**src/rtl/bus_arbiter.sv**
```systemverilog
// Two-master bus arbiter: an instruction-fetch port (i_*) and a data port
// (d_*) share one memory request/response channel (m_*). Only one
// transaction is outstanding at a time. The data port wins ties unless the
// fetch port has been passed over STARVE_LIMIT times in a row.
module bus_arbiter #(
  parameter int STARVE_LIMIT = 4
) (
  input  logic        clk,
  input  logic        reset,

  input  logic        i_valid,
  input  logic [31:0] i_addr,
  output logic        i_addr_ok,
  output logic        i_data_ok,
  output logic [31:0] i_data,

  input  logic        d_valid,
  input  logic [31:0] d_addr,
  input  logic        d_write,
  input  logic [3:0]  d_strobe,
  input  logic [31:0] d_wdata,
  output logic        d_addr_ok,
  output logic        d_data_ok,
  output logic [31:0] d_data,

  output logic        m_valid,
  output logic [31:0] m_addr,
  output logic        m_write,
  output logic [3:0]  m_strobe,
  output logic [31:0] m_wdata,
  input  logic        m_addr_ok,
  input  logic        m_data_ok,
  input  logic [31:0] m_data
);

  localparam logic [1:0] ST_IDLE = 2'd0;
  localparam logic [1:0] ST_REQ  = 2'd1;
  localparam logic [1:0] ST_WAIT = 2'd2;

  // The starve counter is three bits wide, so the limit is truncated to fit.
  localparam logic [2:0] LIMIT = STARVE_LIMIT[2:0];

  logic [1:0] r_state;
  logic       r_ownerI;
  logic [2:0] r_starve;

  logic       w_inReq;
  logic       w_inWait;
  logic       w_ownerValid;
  logic       w_grantI;
  logic       w_addrOk;
  logic       w_dataOk;

  assign w_inReq      = (r_state == ST_REQ);
  assign w_inWait     = (r_state == ST_WAIT);
  assign w_ownerValid = r_ownerI ? i_valid : d_valid;

  // The fetch port wins when it is the only requester, or when both request
  // and the data port has already used up its run of consecutive grants.
  assign w_grantI = i_valid && (!d_valid || (r_starve == LIMIT));

  // Handshakes from memory only mean something while a transaction is live.
  // A same-cycle data_ok in the address phase completes the transaction
  // together with addr_ok.
  assign w_addrOk = w_inReq && m_addr_ok;
  assign w_dataOk = m_data_ok && (w_inWait || w_addrOk);

  assign i_addr_ok = w_addrOk &&  r_ownerI;
  assign d_addr_ok = w_addrOk && !r_ownerI;
  assign i_data_ok = w_dataOk &&  r_ownerI;
  assign d_data_ok = w_dataOk && !r_ownerI;

  assign i_data = m_data;
  assign d_data = m_data;

  // The request channel carries the owner's live inputs in the address phase
  // and is zero otherwise; a fetch never writes.
  always_comb begin
    m_valid  = 1'b0;
    m_addr   = 32'h0;
    m_write  = 1'b0;
    m_strobe = 4'h0;
    m_wdata  = 32'h0;
    if (w_inReq) begin
      m_valid = 1'b1;
      if (r_ownerI) begin
        m_addr = i_addr;
      end else begin
        m_addr   = d_addr;
        m_write  = d_write;
        m_strobe = d_strobe;
        m_wdata  = d_wdata;
      end
    end
  end

  // Transaction sequencing, ownership and starvation bookkeeping.
  always_ff @(posedge clk) begin
    if (reset) begin
      r_state  <= ST_IDLE;
      r_ownerI <= 1'b0;
      r_starve <= 3'd0;
    end else begin
      case (r_state)
        ST_IDLE: begin
          if (i_valid || d_valid) begin
            r_state  <= ST_REQ;
            r_ownerI <= w_grantI;
            if (w_grantI) begin
              r_starve <= 3'd0;
            end else if (i_valid && (r_starve != LIMIT)) begin
              r_starve <= r_starve + 3'd1;
            end
          end
        end
        ST_REQ: begin
          if (m_addr_ok) begin
            r_state <= m_data_ok ? ST_IDLE : ST_WAIT;
          end else if (!w_ownerValid) begin
            r_state <= ST_IDLE;
          end
        end
        ST_WAIT: begin
          if (m_data_ok) begin
            r_state <= ST_IDLE;
          end
        end
        default: begin
          r_state <= ST_IDLE;
        end
      endcase
    end
  end

endmodule

```
**config.mk**
```make
export PLATFORM = sky130hd
export DESIGN_NAME = bus_arbiter
export DESIGN_NICKNAME = d
export VERILOG_FILES = /design/src/rtl/bus_arbiter.sv
export SDC_FILE = /design/constraint.sdc
export NUM_CORES = 1
export LEC_CHECK = 0
export ABC_AREA = 1
export CORE_AREA = 2 2 107 109
export DETAILED_ROUTE_END_ITERATION = 10
export DIE_AREA = 0 0 109 111
export PLACE_DENSITY = 0.68
export SYNTH_ARGS = -nofsm -noshare
export SYNTH_HDL_FRONTEND = slang
export SYNTH_SLANG_ARGS = --single-unit
```
**constraint.sdc**
```tcl
create_clock -name clk -period 2.3 [get_ports clk]
set_input_delay 0.345 -clock clk [delete_from_list [all_inputs] [get_ports clk]]
set_output_delay 0.345 -clock clk [all_outputs]
set_load 0.02 [all_outputs]
```
==> out/qor.txt <==
status - finished clean
Internal - 0.7001 mW
Synth Cell Area - 1618 um2
Slew HR - 0.7137
DIE AREA - 12100 um2
Synthesized Nets - 442
Post-Route WL - 6115 um
synth-to-layout area growth - 94.59%
CTS Hold Bufs - 0
Final Hold Fails - 0
Root Buffer - clkbuf_16
RSZ-0062 raised after global routing - false
initial antenna violation count - 0
via count - 2095
Setup Buffers After CTS - 0
Die Ht - 111 um
sw frac - 0.3463
Worst Path Max Fanout - 4
maximum clock path buffer count - 2
Setup CP Type - in -> out
layout cells sized above 1 - 0.03194
Final Skew - 0.003000 ns
routability cong. - 0.6722
crit path time final - 2.158 ns
placed instance area - 3073 um2
Worst Hold Class - reg -> reg
Final nets - 550
Initial DRC Count - 41
post-route clock period utilization - 0.9384
Yosys top cell area share - 0.3295
Net Sw Power - 0.3709 mW
post-route cell area - 3148 um2
Seq/Total Area, Yosys - 0.07425
Initial Util - 0.1461
vias in the first global route - 1978
Leakage - 1.294 nW
combinational power share - 0.624
HPWL after DPL - 5081 um
synth warn - 0
num rows - 39
commonest non-fill, non-tap cells in the layout - clkdlybuf4s50_1, nand2_1, nor2_1
post-cts resize count - 0
clk slew on worst S/H paths - 0.03 ns
# IOs - 277
Global Route Usage Sum - 0.09199
CTS buffer count - 3
critical path arrival - 1.81 ns
Antenna Diode Count - 0
drc violations - 0
area leader, netlist - buf_4
CP Launch Type - input port
CTS tree - done
cell count after synthesis - 301
synthesized flop and latch total - 6
pwr/cell area - 340.2 nW/um2
Area contributors post-synth - buf_4, nand2_1, a21oi_1
number of library cell types mapped by synthesis - 20
Syn Area/Cell - 5.375 um2
WL per Instance - 11.12 um
Achievable Freq - 463.3 MHz
CP required - 1.96 ns
VDD IR max - 0.2875 mV
port buffer count - 180
Final setup viols - 0
area of the core - 11080 um2
vias per cell - 3.809
# H-tree levels - 1
pin slew with the least headroom to its limit - 0.4294 ns
commonest non-fill, non-tap cell in the layout - clkdlybuf4s50_1
Die X - 109 um
count of pins over their slew limit - 0
largest net degree at the start of global routing - 46
# Max-Cap Violations - 0
Skew-Pair Late Insertion Delay - 0.23 ns
global-route wire length before repair - 9004 um
TNS Setup - 0 ns
Sink Count - 6
Crit. End Element - output port
Clock power frac - 0.265
drt pass-1 iters - 4
Routed Antenna Nets - 0
Flop pwr share - 0.111
total grt overflow - 0
==> synthesized netlist by cell type <==
master / number
a21oi_1: 35
buf_2: 9
buf_4: 71
buf_6: 2
dfxtp_1: 6
ha_1: 2
inv_1: 7
inv_4: 1
nand2_1: 110
nand2_2: 2
nand3_1: 3
nand4_1: 1
nor2_1: 44
nor2_2: 1
nor3_1: 1
nor3_2: 1
o21ai_0: 2
o21ai_1: 1
o21bai_1: 1
xor2_1: 1
==> worst max-delay path, cell delays in order <==
cell and delay, ns:
clkdlybuf4s50_1 0.45, inv_1 0.07, nor2_1 0.14, o21ai_1 0.09, nor2_1 0.10, clkdlybuf4s50_1 0.62
==> metal layers <==
metal | wire, um | vias to the layer above | GRT usage
met3 | 674 | 25 | 0.02939
met2 | 3095 | 116 | 0.1723
met1 | 2046 | 881 | 0.08232
met5 | 0 | - | 0
li1 | - | 1073 | -
met4 | 298 | 0 | 0.05812
==> metrics by stage <==
| stage | std cells | hold slack (ns) | setup slack [ns] | utilization | power (mW) |
|---|---|---|---|---|---|
| 6_report | 550 | 0.4703 | 0.1417 | 0.2842 | 1.071 |
| 3_3_place_gp | 547 | 0.4641 | 0.1642 | 0.2774 | 0.7821 |
| 3_5_place_dp | 547 | 0.4751 | 0.1404 | 0.2774 | 0.7912 |
| 2_1_floorplan | 301 | 0.4141 | 0.8414 | - | 0.5756 |
| 4_1_cts | 550 | 0.4765 | 0.1151 | 0.2842 | 1.084 |
| 5_1_grt | 550 | 0.5047 | 0.04504 | 0.2842 | 1.135 |
==> cells by family after synthesis <==
logic type / after synthesis / share of synthesized area
AOI/OAI and AO/OA: 39 / 0.1222
xor gates and xnor gates: 1 / 0.005415
adders and majority gates: 2 / 0.01547
buffers and inverters: 90 / 0.3913
DFF: 6 / 0.07425
and+or+nand+nor: 163 / 0.3913
==> power by group through the flow <==
stage / combinational (mW) / clock, mW / sequential [mW]
4_1_cts: 0.674 / 0.291 / 0.119
3_3_place_gp: 0.662 / 0 / 0.120
5_1_grt: 0.719 / 0.296 / 0.120
6_report: 0.668 / 0.284 / 0.119
3_5_place_dp: 0.671 / 0 / 0.120
2_1_floorplan: 0.458 / 0 / 0.118
==> worst paths after layout <==
kind	startpoint	end	slack [ns]	depth (start not counted)
max	m_addr_ok	d_data_ok	0.14	6
min	r_starve[2]	r_starve[2]	0.47	2
max reg2reg	r_state[1]	r_state[0]	1.14	6
min reg2reg	r_starve[2]	r_starve[2]	0.47	2
==> sequential cells by signal, summed over array words and instances (netlist names) <==
register,count
r_starve,3
r_ownerI,1
r_state,2
==> layout make-up <==
cell class	count	area, um2
Timing Repair Buffer	185	1877
Multi-Input combinational cell	205	864.6
Tap cell	143	178.9
Fill cell	1200	7929
Sequential cell	6	120.1
Clock buffer	3	75.07
Inverter	8	32.53
No activity file was read; power rests on OpenSTA's default activity.
